===== src/rtl/axi_pkg.sv =====
// Shared definitions for the AXI read master: FSM states, response error codes
// and the AXI RRESP encodings.
package axi_pkg;

    typedef enum logic [1:0] {
        ST_IDLE = 2'd0,
        ST_ADDR = 2'd1,
        ST_DATA = 2'd2,
        ST_RESP = 2'd3
    } axi_state_e;

    localparam logic [1:0] ERR_OK      = 2'b00;
    localparam logic [1:0] ERR_SLAVE   = 2'b01;
    localparam logic [1:0] ERR_TIMEOUT = 2'b10;

    localparam logic [1:0] RRESP_OKAY   = 2'b00;
    localparam logic [1:0] RRESP_EXOKAY = 2'b01;
    localparam logic [1:0] RRESP_SLVERR = 2'b10;
    localparam logic [1:0] RRESP_DECERR = 2'b11;

    // OKAY/EXOKAY are success to the core; SLVERR/DECERR collapse to one slave error.
    function automatic logic [1:0] map_rresp(input logic [1:0] rresp);
        map_rresp = ERR_OK;
        case (rresp)
            RRESP_OKAY, RRESP_EXOKAY:   map_rresp = ERR_OK;
            RRESP_SLVERR, RRESP_DECERR: map_rresp = ERR_SLAVE;
        endcase
    endfunction

endpackage


===== src/rtl/axi_timeout_ctr.sv =====
// Per-phase wait counter: expired is high during the LIMIT-th enabled cycle
// after a clear, so the owner can leave the phase on that same edge.
module axi_timeout_ctr #(
    parameter int LIMIT = 16
) (
    input  logic ACLK,
    input  logic ARESETn,
    input  logic clear,
    input  logic enable,
    output logic expired
);
    localparam int CW = $clog2(LIMIT);
    localparam logic [CW-1:0] LAST = CW'(LIMIT - 1);

    logic [CW-1:0] count;

    assign expired = enable && (count == LAST);

    // NOTE: sequential state uses non-blocking assignments so every flop samples pre-edge values.
    always_ff @(posedge ACLK or negedge ARESETn) begin
        if (!ARESETn) begin
            count <= '0;
        end else if (clear) begin
            count <= '0;
        end else if (enable && !expired) begin
            count <= count + 1'b1;
        end
    end

endmodule


===== src/rtl/axi_read_master.sv =====
// Single-outstanding AXI read master: turns a core request into an AR/R
// transaction and returns data or an error code, with a per-phase timeout.
module axi_read_master
    import axi_pkg::*;
#(
    parameter int ADDR_WIDTH     = 5,
    parameter int DATA_WIDTH     = 32,
    parameter int TIMEOUT_CYCLES = 16
) (
    input  logic                  ACLK,
    input  logic                  ARESETn,
    input  logic                  req_valid,
    output logic                  req_ready,
    input  logic [ADDR_WIDTH-1:0] req_addr,
    output logic                  rsp_valid,
    input  logic                  rsp_ready,
    output logic [DATA_WIDTH-1:0] rsp_data,
    output logic [1:0]            rsp_err,
    output logic                  R_EN,
    output logic                  ARVALID,
    input  logic                  ARREADY,
    output logic [ADDR_WIDTH-1:0] ARADDR,
    input  logic                  RVALID,
    output logic                  RREADY,
    input  logic [DATA_WIDTH-1:0] RDATA,
    input  logic [1:0]            RRESP
);
    localparam logic [1:0] IDLE = 2'(ST_IDLE);
    localparam logic [1:0] ADDR = 2'(ST_ADDR);
    localparam logic [1:0] DATA = 2'(ST_DATA);
    localparam logic [1:0] RESP = 2'(ST_RESP);

    logic [1:0] state;
    logic       accept;
    logic       tmo_clear;
    logic       tmo_enable;
    logic       tmo_expired;

    // req_ready is itself the IDLE-and-out-of-reset qualifier for acceptance.
    assign accept     = (state == IDLE) && req_ready && req_valid;
    assign tmo_clear  = accept || ((state == ADDR) && ARREADY);
    assign tmo_enable = (state == ADDR) || (state == DATA);

    axi_timeout_ctr #(
        .LIMIT (TIMEOUT_CYCLES)
    ) u_timeout_ctr (
        .ACLK    (ACLK),
        .ARESETn (ARESETn),
        .clear   (tmo_clear),
        .enable  (tmo_enable),
        .expired (tmo_expired)
    );

    // Every output is a flop updated on the transition that changes it.
    always_ff @(posedge ACLK or negedge ARESETn) begin
        if (!ARESETn) begin
            state     <= IDLE;
            req_ready <= 1'b0;
            rsp_valid <= 1'b0;
            rsp_data  <= '0;
            rsp_err   <= ERR_OK;
            R_EN      <= 1'b0;
            ARVALID   <= 1'b0;
            ARADDR    <= '0;
            RREADY    <= 1'b0;
        end else begin
            case (state)
                IDLE: begin
                    if (accept) begin
                        state     <= ADDR;
                        req_ready <= 1'b0;
                        ARADDR    <= req_addr;
                        ARVALID   <= 1'b1;
                        R_EN      <= 1'b1;
                    end else begin
                        req_ready <= 1'b1;
                    end
                end
                ADDR: begin
                    if (ARREADY) begin
                        state   <= DATA;
                        ARVALID <= 1'b0;
                        RREADY  <= 1'b1;
                    end else if (tmo_expired) begin
                        state     <= RESP;
                        ARVALID   <= 1'b0;
                        R_EN      <= 1'b0;
                        rsp_valid <= 1'b1;
                        rsp_data  <= '0;
                        rsp_err   <= ERR_TIMEOUT;
                    end
                end
                DATA: begin
                    if (RVALID) begin
                        state     <= RESP;
                        RREADY    <= 1'b0;
                        R_EN      <= 1'b0;
                        rsp_valid <= 1'b1;
                        rsp_data  <= RDATA;
                        rsp_err   <= map_rresp(RRESP);
                    end else if (tmo_expired) begin
                        state     <= RESP;
                        RREADY    <= 1'b0;
                        R_EN      <= 1'b0;
                        rsp_valid <= 1'b1;
                        rsp_data  <= '0;
                        rsp_err   <= ERR_TIMEOUT;
                    end
                end
                default: begin
                    if (rsp_ready) begin
                        state     <= IDLE;
                        rsp_valid <= 1'b0;
                        req_ready <= 1'b1;
                    end
                end
            endcase
        end
    end

endmodule


===== config.mk =====
export PLATFORM = sky130hd
export DESIGN_NAME = axi_read_master
export DESIGN_NICKNAME = d
export VERILOG_FILES = /design/src/rtl/axi_pkg.sv /design/src/rtl/axi_timeout_ctr.sv /design/src/rtl/axi_read_master.sv
export SDC_FILE = /design/constraint.sdc
export NUM_CORES = 1
export LEC_CHECK = 0
export ABC_AREA = 0
export BUFFER_PORTS_ARGS = -buffer_cell sky130_fd_sc_hd__buf_2
export CELL_PAD_IN_SITES_DETAIL_PLACEMENT = 1
export CELL_PAD_IN_SITES_GLOBAL_PLACEMENT = 1
export CORE_ASPECT_RATIO = 0.6
export CORE_MARGIN = 3
export CORE_UTILIZATION = 35
export DETAILED_ROUTE_END_ITERATION = 12
export PLACE_DENSITY = 0.79
export SLEW_MARGIN = 15
export SYNTH_ARGS = -nofsm -noshare
export SYNTH_HDL_FRONTEND = slang
export SYNTH_HIERARCHICAL = 1
export SYNTH_SLANG_ARGS = --single-unit
export TNS_END_PERCENT = 10

===== constraint.sdc =====
create_clock -name ACLK -period 2.25 [get_ports ACLK]
set_input_delay 0.225 -clock ACLK [delete_from_list [all_inputs] [get_ports ACLK]]
set_output_delay 0.225 -clock ACLK [all_outputs]
set_load 0.02 [all_outputs]

==> results.yml <==
run_status:
  outcome: "complete, no violations"
synthesis:
  postSynthCellCount: 240
  yosysTopAreaCell: "dfrtp_1"
  syn_area_um2: 2290
  synth_cell_type_count: 35
  synth_seq_area_share: 0.546
  syn_avg_cell_area_um2: 9.54
  yosysWarningCount: 6
  syn_nets: 290
  ys_seq_elements: 50
  synth_top_area_share: 0.546
  netlist_top_cells_area: "dfrtp_1, a21oi_1, nor2_1, nand2_1, ha_1"
global_routing:
  gr-total-overflow: 0
  grt_antenna_before_repair: 0
  grt_pass1_wl_mm: 10.1
  grt_max_degree: 51
  grtUsageTotal: 0.166
  grt_pass1_vias: 2066
placement:
  hpwl_mm: 4.44
  post-place-ws_ns: 0.250
  port-buffer-count: 87
  place_congestion: 0.814
  dpl_cell_area_um2: 2810
sta:
  hold_violations: 0
  fin_ws_ns: 0.247
  skew_ns: 0.00695
  min_period_ns: 2.00
  finalCritPeriodShare: 0.890
  max_slew_margin: 0.571
  setup_violations: 0
  tightest_slew_ns: 0.644
  grt_setup_unrepaired: "no"
  fmax_mhz: 499
  slew_viol_final: 0
  whs_ns: 0.0237
  setup_tns_ns: 0
cts:
  cts_setup_buffers: 0
  clock_latency_ns: 0.29
  cts-root-buf: "clkbuf_8"
  cts_max_path_buffers: 2
  clock_sinks: 50
  cts_htree_levels: 2
  cts_hold_buf: 0
  numCtsBuffers: 5
  clkTransAtPathRegs_ns: 0.09
  cts_tree: "built"
  cts_resized: 0
route:
  detail_route.wl_per_cell_um: 14.8
  dr.first_iter.drc_count: 96
  drc_errors: 0
  ant_nets: 0
  routed_wl_mm: 6.07
  drt-pass1-iter-count: 4
  via_per_inst: 4.83
  num_vias: 1987
final_layout:
  n_antenna_cell: 0
  nets: 376
  design_area_um2: 2920
  final_cell_mix: "buf_2, dfrtp_1, nor2_1, a21oi_1, nand2_1"
  fin_util: 0.469
  multi_input_area_um2: 915
  fillers: 766
  drive_gt1_frac: 0.355
  area_delta_synth_final_pct: 27.4
  layout_commonest_cell: "buf_2"
  ff_latch_area_um2: 1250
power:
  leakagePower_nw: 1.40
  power.share.clock: 0.135
  p_switching_mw: 1.91
  swShare: 0.434
  power.density_nw_per_um2: 1510
  pwr-share-seq: 0.363
  internal-power_mw: 2.49
  ir_drop_mv: 0.580
  combinationalPowerShare: 0.502
floorplanning:
  die_x_um: 110
  core_um2: 6220
  initial_core_util: 0.368
  die-area_um2: 7580
  num_rows: 22
  die_h_um: 68.7
  io_pins: 89
worst_setup_path:
  path_class: "reg2reg"
  required_ns: 2.43
  start_kind: "register"
  arrival_ns: 2.18
  end_kind: "register"
  crit_fanout: 32
worst_hold_path:
  hp-class: "in2async"
run:
  cap_violations: 0
[stage by stage]
step / cells / total power, mW
after floorplan: 240 / 3.07
after global placement: 403 / 3.74
after detailed placement: 403 / 3.86
after CTS: 411 / 4.47
after global routing: 411 / 4.79
final: 411 / 4.40
[cell usage after synthesis, drive strengths merged]
| cell | instances |
|---|---|
| dfrtp | 50 |
| nor2 | 42 |
| a21oi | 41 |
| nand2 | 36 |
| buf | 12 |
| o21ai | 8 |
| inv | 6 |
| mux2 | 6 |
| nor3 | 6 |
| ha | 5 |
| and2 | 3 |
| clkbuf | 3 |
| nand2b | 3 |
| o31ai | 3 |
| a31oi | 2 |
| nor2b | 2 |
| a211oi | 1 |
| a21boi | 1 |
| a21o | 1 |
| a22o | 1 |
| a22oi | 1 |
| and4 | 1 |
| and4b | 1 |
| mux2i | 1 |
| nand3 | 1 |
| nand4 | 1 |
| o22a | 1 |
| or2 | 1 |
[worst paths after layout]
check	from	endpoint	slack, ns	depth (start not counted)
min	ARESETn	RREADY	0.02	2
max reg2reg	state[0]	rsp_data[11]	0.25	7
min reg2reg	ARADDR[2]	ARADDR[2]	0.50	1
max in group asynchronous	ARESETn	ARADDR[4]	1.78	2
min in group ACLK	RDATA[21]	rsp_data[21]	0.16	3
max	state[0]	rsp_data[11]	0.25	7
[state kept, by name (all words and copies together) (netlist names)]
signal / cells
ARADDR: 5
ARVALID: 1
RREADY: 1
R_EN: 1
req_ready: 1
rsp_data: 32
rsp_err: 2
rsp_valid: 1
state: 2
u_timeout_ctr/count: 4
[power groups by stage]
stage	registers, mW	logic [mW]	clock network, mW
floorplan	2.09	0.981	0
global placement	1.59	2.15	0
detailed placement	1.62	2.24	0
CTS	1.61	2.24	0.624
global route	1.67	2.46	0.661
finish	1.60	2.21	0.594
[metal layers]
metal / track usage / vias up / share of wire
met4: 0.0369 / 0 / 0.0068
li1: - / 966 / -
met1: 0.210 / 953 / 0.47
met5: 0 / - / 0
met2: 0.278 / 63 / 0.44
met3: 0.0610 / 5 / 0.084
[final cells by class]
type                    instances  area share
well taps                      84      0.0360
multi-input cells             169       0.314
repair buffers                 94       0.176
clock buffers                   8      0.0378
flip-flops and latches         50       0.429
inverters                       6     0.00772
[cells by family (layout without fill, tap and decap cells)]
kind of cell / Yosys count / in the layout / share of synthesized area
flops: 50 / 50 / 0.546
mux: 7 / 7 / 0.0355
compound gates: 60 / 60 / 0.150
buf+inv: 21 / 108 / 0.0568
fa+ha+maj: 5 / 5 / 0.0273
simple gates: 97 / 97 / 0.184
[critical path, stage by stage (launching register included)]
cell and delay, ns:
dfrtp_1 0.43, inv_1 0.11, ha_1 0.31, and4_2 0.37, nor2_1 0.11, nor3_4 0.24
buf_12 0.22, a21oi_1 0.09
(Power assumes the default switching activity.)
